### src/rtl/button_debouncer.sv
// Debounces N_BTN raw push-button inputs into clean levels plus single-cycle
// press, release and long-press pulses, all sampled on a shared prescaler tick.
module button_debouncer #(
   parameter int unsigned CLK_FREQ         = 50_000_000,
   parameter int unsigned SAMPLE_HZ        = 1000,
   parameter int unsigned DEBOUNCE_SAMPLES = 20,
   parameter int unsigned LONG_PRESS_MS    = 1000,
   parameter int unsigned N_BTN            = 4,
   parameter int unsigned BTN_ACTIVE_LOW   = 1
) (
   input  logic             clk_50mhz,
   input  logic             rst,
   input  logic [N_BTN-1:0] btn_in,
   output logic [N_BTN-1:0] btn_level,
   output logic [N_BTN-1:0] btn_press,
   output logic [N_BTN-1:0] btn_release,
   output logic [N_BTN-1:0] btn_long,
   output logic             sample_tick
);

   localparam int unsigned CNT_MAX    = CLK_FREQ / SAMPLE_HZ;
   localparam int unsigned CNT_W      = (CNT_MAX > 1) ? $clog2(CNT_MAX) : 1;
   localparam int unsigned DEB_W      = (DEBOUNCE_SAMPLES > 1) ? $clog2(DEBOUNCE_SAMPLES) : 1;
   localparam int unsigned LONG_TICKS = LONG_PRESS_MS * SAMPLE_HZ / 1000;
   localparam int unsigned HOLD_W     = $clog2(LONG_TICKS + 1);
   localparam logic [N_BTN-1:0] IDLE_RAW = (BTN_ACTIVE_LOW != 0) ? '1 : '0;

   logic [N_BTN-1:0]  sync1;
   logic [N_BTN-1:0]  sync2;
   logic [N_BTN-1:0]  s;
   logic [N_BTN-1:0]  flip;
   logic [N_BTN-1:0]  long_fired;
   logic [CNT_W-1:0]  cnt;
   logic [DEB_W-1:0]  deb_cnt  [N_BTN];
   logic [HOLD_W-1:0] hold_cnt [N_BTN];

   always_comb begin
      s    = (BTN_ACTIVE_LOW != 0) ? ~sync2 : sync2;
      flip = '0;
      for (int unsigned i = 0; i < N_BTN; i++) begin
         flip[i] = sample_tick && (s[i] != btn_level[i]) &&
                   (deb_cnt[i] == DEB_W'(DEBOUNCE_SAMPLES - 1));
      end
   end

   always_ff @(posedge clk_50mhz) begin
      if (rst) begin
         sync1       <= IDLE_RAW;
         sync2       <= IDLE_RAW;
         cnt         <= '0;
         sample_tick <= 1'b0;
         btn_level   <= '0;
         btn_press   <= '0;
         btn_release <= '0;
         btn_long    <= '0;
         long_fired  <= '0;
         for (int unsigned i = 0; i < N_BTN; i++) begin
            deb_cnt[i]  <= '0;
            hold_cnt[i] <= '0;
         end
      end else begin
         sync1 <= btn_in;
         sync2 <= sync1;
         if (cnt == CNT_W'(CNT_MAX - 1)) begin
            cnt         <= '0;
            sample_tick <= 1'b1;
         end else begin
            cnt         <= cnt + 1'b1;
            sample_tick <= 1'b0;
         end
         btn_press   <= '0;
         btn_release <= '0;
         btn_long    <= '0;
         if (sample_tick) begin
            for (int unsigned i = 0; i < N_BTN; i++) begin
               if (s[i] == btn_level[i]) begin
                  deb_cnt[i] <= '0;
               end else if (flip[i]) begin
                  deb_cnt[i] <= '0;
               end else begin
                  deb_cnt[i] <= deb_cnt[i] + 1'b1;
               end
               // A confirmed edge restarts hold tracking and takes priority over a long pulse on the same tick
               if (flip[i]) begin
                  btn_level[i]   <= ~btn_level[i];
                  btn_press[i]   <= s[i];
                  btn_release[i] <= ~s[i];
                  hold_cnt[i]    <= '0;
                  long_fired[i]  <= 1'b0;
               end else if (btn_level[i] && !long_fired[i]) begin
                  if (hold_cnt[i] == HOLD_W'(LONG_TICKS - 1)) begin
                     hold_cnt[i]   <= HOLD_W'(LONG_TICKS);
                     btn_long[i]   <= 1'b1;
                     long_fired[i] <= 1'b1;
                  end else begin
                     hold_cnt[i] <= hold_cnt[i] + 1'b1;
                  end
               end
            end
         end
      end
   end

endmodule

### config.mk
export PLATFORM = sky130hd
export DESIGN_NAME = button_debouncer
export DESIGN_NICKNAME = d
export VERILOG_FILES = /design/src/rtl/button_debouncer.sv
export SDC_FILE = /design/constraint.sdc
export NUM_CORES = 1
export LEC_CHECK = 0
export CAP_MARGIN = 20
export CORE_ASPECT_RATIO = 0.5
export CORE_MARGIN = 2
export CORE_UTILIZATION = 55
export CTS_CLUSTER_DIAMETER = 120
export DETAILED_ROUTE_END_ITERATION = 7
export GPL_TIMING_DRIVEN = 0
export PLACE_DENSITY = 0.84
export SETUP_SLACK_MARGIN = 0.05
export SYNTH_ARGS = -nofsm -noshare
export SYNTH_HDL_FRONTEND = slang
export SYNTH_SLANG_ARGS = --single-unit
export TNS_END_PERCENT = 30
### constraint.sdc
create_clock -name clk_50mhz -period 2.5 [get_ports clk_50mhz]
set_input_delay 0.5 -clock clk_50mhz [delete_from_list [all_inputs] [get_ports clk_50mhz]]
set_output_delay 0.5 -clock clk_50mhz [all_outputs]
set_load 0.01 [all_outputs]
==> impl_metrics.csv, run 1 <==
group,metric,value,unit
status,status,"complete, no violations",
drt,drt_first_pass_iters,4,
drt,wl_per_cell,13.8,um
clock_tree,cts_buffers,9,
logic_synthesis,synth-xor-area-share,11.2,%
clock_tree,clock_latency,340,ps
sta,hold_viol_final,0,
logic_synthesis,ys_seq_area_share,56.6,%
logic_synthesis,yosys.cell_types.count,43,
sta,final_max_slew_viol_count,0,
layout,layout.nets,494,
placement,placed_cell_area,5120,um^2
sta,setup-violations-final,0,
setup_path,crit_chain,"ha_1, and4bb_1, nand2_1, a31oi_1, a21o_1",
global_route,grt_pass1_vias,3081,
logic_synthesis,syn_nets,462,
logic_synthesis,synthSimpleGateAreaFrac,23.8,%
setup_path,arrival,1990,ps
layout,largestRegisters,"hold_cnt: 40 flops, deb_cnt: 20 flops, cnt: 16 flops",
layout,final_cells,596,
setup_path,critPathLaunchType,"flip-flop",
logic_synthesis,synth_adder_area_share,2.36,%
sta,period_share,79.7,%
logic_synthesis,synth_area,4770,um^2
die,ios,23,
layout,largest_reg_flops,40,
drt,wl_met1,3900,um
drt,wl_met3,331,um
sta,slew_headroom,65.4,%
global_route,globalRouteTotalUtil,18.8,%
setup_path,end_kind,"flip-flop",
drt,wl_met2,3880,um
global_route,grt_max_degree,21,
logic_synthesis,synthMuxAreaShare,0.420,%
clock_tree,clock-sinks,105,
placement,dp_cells,580,
die,start_util,58.2,%
layout,syn2layout_area_growth,13.0,%
layout,fin_area,5390,um^2
layout,layout_commonest_cell,"nor2_1",
layout,final_cell_mix,"nor2_1 (84), edfxtp_1 (60), dfxtp_1 (45)",
die,dieArea,9480,um^2
hold_path,hp-class,"reg -> reg",
logic_synthesis,yosys_register_bits,105,
setup_path,critPathRequiredTime,2500,ps
run,maxCapViolCount,0,
logic_synthesis,synth_compound_gate_area_share,3.36,%
drt,routed.top_layer,"met4",
sta,fmax,502,MHz
drt,vias,3197,
power,peakVddDrop,0.335,mV
logic_synthesis,synth_top_family_by_area,"simple AND/OR/NAND/NOR gates",
sta,fin_crit,1990,ps
setup_path,path_max_fanout,10,
placement,port_buffers,21,
layout,largest-register,"hold_cnt",
die,die_h,69.9,um
drt,wl,8200,um
die,core-area,8200,um^2
layout,layout-drive-gt1-share,7.23,%
clock_tree,clkTransAtPathRegs,70,ps
clock_tree,cts_resized,0,
logic_synthesis,synth-main-ff-cell,"edfxtp_1",
sta,worstMarginPinSlew,520,ps
logic_synthesis,synth_top_area_cell,"edfxtp_1",
logic_synthesis,synthCells,447,
clock_tree,cts_setup_buffers,0,
setup_path,crit_slowest_cell,"edfxtp_1",
logic_synthesis,synthArstFlopShare,0,%
global_route,overflow,0,
clock_tree,htreeDepth,3,
drt,first_iter_violations,202,
drt,drt-vias-per-instance,5.36,
clock_tree,cts_tree,"yes",
die,rows,23,
setup_path,critPathBufInv,0,
setup_path,crit_path_max_incr_delay,390,ps
drt,route.detailed.drc,0,
logic_synthesis,synth.area.top_cells,"edfxtp_1 (38%), dfxtp_1 (19%), xnor2_1 (7.3%)",
power,p_total,3.32,mW
die,die_w,136,um
setup_path,setup.worst_path.class,"reg -> reg",
drt,final_antenna_net_count,0,
logic_synthesis,avgSynthCellArea,10.7,um^2
logic_synthesis,yosys.area.top_type_share,37.8,%
logic_synthesis,synth_edf_count,60,
setup_path,path_delay_family,"compound AO/OA/AOI/OAI gates",
sta,tns,0,ps
global_route,antenna_found_initial,0,
sta,rsz0062_at_grt,"false",
global_route,grt_pass1_wl,14000,um
placement,place_congestion,0.827,
clock_tree,holdBufCountCts,0,
clock_tree,root_buffer,"clkbuf_16",
clock_tree,cts_buffer_depth,2,
power,power_leakage,1.80,nW
layout,diodes,0,
logic_synthesis,ys_warn_count,0,
sta,finalClockSkew,7.90,ps
placement,dp_hpwl,5560,um
power,powerDensity,617,nW/um^2
[path summary, 6_finish.rpt]
path,startpoint,to,slack [ps],cells past startpoint
max,deb_cnt[2][0],hold_cnt[2][7],510,5
min,sync1[1],sync2[1],410,1
max reg2reg,deb_cnt[2][0],hold_cnt[2][7],510,5
min reg2reg,sync1[1],sync2[1],410,1
[cells by family (layout without fill, tap and decap cells)]
family / Yosys count / in the layout
and+or+nand+nor: 218 / 218
DFF: 105 / 105
xor gates and xnor gates: 61 / 61
AOI/OAI and AO/OA: 26 / 26
buffers and inverters: 26 / 63
adders and majority gates: 9 / 9
muxes: 2 / 2
[cell usage after synthesis (4+ instances only)]
cell type / count
nor4_1: 7
nor2_1: 84
dfxtp_1: 45
or3_1: 4
nor3b_1: 4
or2_2: 9
a21oi_1: 10
buf_2: 5
nand2_1: 27
edfxtp_1: 60
xor2_1: 21
nor3_1: 17
and3_1: 4
nand3_1: 25
ha_1: 9
a21o_1: 4
nand3b_1: 7
clkbuf_1: 4
nand4_1: 6
inv_1: 16
xnor2_1: 40
[per-stage QoR]
stage               hold WS (ps)  util [%]  setup WS [ps]
finish                       411      65.7            506
global route                 436      65.7            372
CTS                          415      65.7            487
detailed placement           397      62.4            496
global placement             395      62.4            498
floorplan                    389         -            740
[worst register-to-register path, delay by kind of cell (launching register included)]
family	cells	cell delay [ps]
adders and majority gates	1	220
AOI/OAI and AO/OA	2	560
DFF	1	390
and+or+nand+nor	2	480
[power by group]
part / switching [mW] / internal, mW
logic: 0.0666 / 0.0512
clock network: 0.587 / 0.707
registers: 0.0424 / 1.87
[per-layer routing]
| layer | global-route usage [%] | up-vias |
|---|---|---|
| met1 | 23.5 | 1520 |
| met3 | 5.45 | 8 |
| li1 | - | 1617 |
| met2 | 31.7 | 52 |
| met5 | 0 | - |
| met4 | 5.90 | 0 |
[final cells by class]
cell class | instances | area [um^2]
plain buffers | 10 | 47.5
clock buffers | 14 | 254
clock inverters | 2 | 15.0
fillers | 630 | 2810
inverters | 16 | 60.1
multi-input cells | 316 | 1960
flip-flops and latches | 105 | 2700
well taps | 112 | 140
repair buffers | 21 | 210
Power figures use the tool's default switching activity.
==> run 2: changes to the inputs <==
==> constraint.sdc (replaced) <==
create_clock -name clk_50mhz -period 1.85 [get_ports clk_50mhz]
set_input_delay 0.37 -clock clk_50mhz [delete_from_list [all_inputs] [get_ports clk_50mhz]]
set_output_delay 0.37 -clock clk_50mhz [all_outputs]
set_load 0.01 [all_outputs]
==> run 2 against run 1 <==
Compared with the run above: non-clock buffer count up 5; wire length is 7.0% higher; final cell count grew 1.3%; hold slack worse by 3.4 ps; sequential cell count stayed put; die area did not move; core utilization increased by 1.2 points; critical path depth shrank 4; register-to-register slack got worse by 400 ps; critical endpoint is now btn_level[0]; largest cell class unchanged; largest power group unchanged; highest routed layer unchanged.
==> impl_metrics.csv, run 2 (synthesis results as in run 1) <==
group,metric,value,unit
placement,preCtsSetupSlack,-123,ps
power,peakVddDrop,0.455,mV
setup_path,path_max_fanout,6,
global_route,top_usage_layer,"met2",
clock_tree,htreeDepth,3,
global_route,grt_use_met2,32.2,%
setup_path,setup.worst_path.class,"reg -> out",
status,status,"complete, no violations",
drt,vias,3273,
placement,port_buffers,21,
drt,first_iter_violations,290,
global_route,met1_usage,24.5,%
die,core-area,8200,um^2
clock_tree,cts_tree,"yes",
hold_path,hp-class,"reg -> reg",
setup_path,critPathBufInv,1,
drt,wl,8770,um
die,ios,23,
layout,syn2layout_area_growth,15.0,%
sta,rsz0062_at_grt,"true",
hold_path,hold_start,"sync1[3]",
die,rows,23,
layout,largestRegisters,"hold_cnt: 40 flops, deb_cnt: 20 flops, cnt: 16 flops",
setup_path,crit_chain,"clkdlybuf4s50_1",
sta,final_max_slew_viol_count,0,
global_route,antenna_found_initial,0,
sta,period_share,96.5,%
setup_path,critPathLaunchType,"flip-flop",
drt,drt-vias-per-instance,5.42,
clock_tree,root_buffer,"clkbuf_16",
global_route,overflow,0,
setup_path,critPathRequiredTime,1480,ps
die,die_w,136,um
sta,setup_slack,63.8,ps
power,p_total,4.52,mW
setup_path,r2r_end,"hold_cnt[2][1]",
placement,place_congestion,0.827,
global_route,grt_pass1_wl,14400,um
die,die_h,69.9,um
layout,final_cell_mix,"nor2_1 (84), edfxtp_1 (60), dfxtp_1 (44)",
power,powerDensity,823,nW/um^2
clock_tree,cts_buffer_depth,2,
setup_path,r2r_cells,3,
setup_path,crit_slowest_cell,"clkdlybuf4s50_1",
layout,fin_area,5490,um^2
global_route,grt_max_degree,21,
setup_path,path_delay_family,"buffers and inverters",
layout,largest_reg_flops,40,
layout,layout_commonest_cell,"nor2_1",
drt,final_antenna_net_count,0,
global_route,grtUsageMet3,5.52,%
sta,slew_headroom,64.0,%
run,maxCapViolCount,0,
power,power_leakage,1.84,nW
layout,layout-drive-gt1-share,10.8,%
setup_path,arrival,1420,ps
layout,layout.nets,502,
global_route,grt_pass1_vias,3133,
clock_tree,clock_latency,340,ps
sta,fin_crit,1790,ps
setup_path,crit_path_max_incr_delay,590,ps
clock_tree,clkTransAtPathRegs,70,ps
placement,dp_hpwl,5560,um
layout,final_util,66.9,%
global_route,globalRouteTotalUtil,19.3,%
die,start_util,58.2,%
setup_path,r2r_setup_slack,110,ps
sta,setup-violations-final,0,
sta,worstMarginPinSlew,541,ps
die,dieArea,9480,um^2
sta,fmax,560,MHz
layout,largest-register,"hold_cnt",
setup_path,end_kind,"output port",
sta,hold_viol_final,0,
drt,drt_first_pass_iters,4,
clock_tree,clock-sinks,105,
layout,diodes,0,
drt,wl_per_cell,14.5,um
clock_tree,cts_buffers,9,
placement,placed_cell_area,5120,um^2
hold_path,hold_depth,1,
hold_path,min_to,"sync2[3]",
layout,nFillCells,606,
clock_tree,holdBufCountCts,0,
drt,route.detailed.drc,0,
sta,finalClockSkew,8.31,ps
setup_path,worstReg2RegStart,"hold_cnt[2][3]",
## run 2: how the worst max path moves through the flow
stage / from / to / slack [ps] / depth (start not counted)
3_5_place_dp: deb_cnt[3][0] / hold_cnt[3][6] / -120 / 5
3_3_place_gp: deb_cnt[3][0] / hold_cnt[3][6] / -90 / 5
6_report: btn_level[0] / btn_level[0] / 60 / 1
5_1_grt: deb_cnt[1][0] / hold_cnt[1][2] / 3 / 5
4_1_cts: deb_cnt[3][0] / hold_cnt[3][1] / 50 / 5
2_1_floorplan: deb_cnt[3][0] / hold_cnt[3][0] / 90 / 5
## run 2: layout make-up
type / count / area (um^2) / area share, %
flip-flops and latches: 105 / 2700 / 49.3
multi-input cells: 319 / 2020 / 36.8
clock buffers: 14 / 254 / 4.63
repair buffers: 26 / 248 / 4.52
well taps: 112 / 140 / 2.55
inverters: 16 / 60.1 / 1.09
plain buffers: 10 / 48.8 / 0.889
clock inverters: 2 / 15.0 / 0.274
## run 2: stage by stage
| stage | hold WS [ps] | std cells | setup TNS, ps |
|---|---|---|---|
| final | 408 | 604 | 0 |
| after global placement | 395 | 580 | -1930 |
| after detailed placement | 397 | 580 | -3600 |
| after floorplan | 389 | 447 | 0 |
| after global routing | 436 | 604 | 0 |
| after CTS | 398 | 602 | 0 |
## run 2: timing repair
action	4_1_cts	5_1_grt
pin swaps	4	3
endpoints found under the setup margin	48	49
buffers inserted	4	1
gates resized for setup	8	8
hold endpoints to repair	0	0
gates cloned	2	1
## run 2: where the power goes
group          switching, mW  leakage (nW)  internal (mW)
logic                 0.0973         0.734         0.0774
clock network          0.801         0.131          0.956
registers             0.0584         0.972           2.53
total                  0.957          1.84           3.56
## run 2: layer usage
metal | wire, um | vias to the layer above
li1 | - | 1644
met1 | 4040 | 1566
met2 | 4330 | 54
met3 | 314 | 9
met4 | 84 | 0
met5 | 0 | -
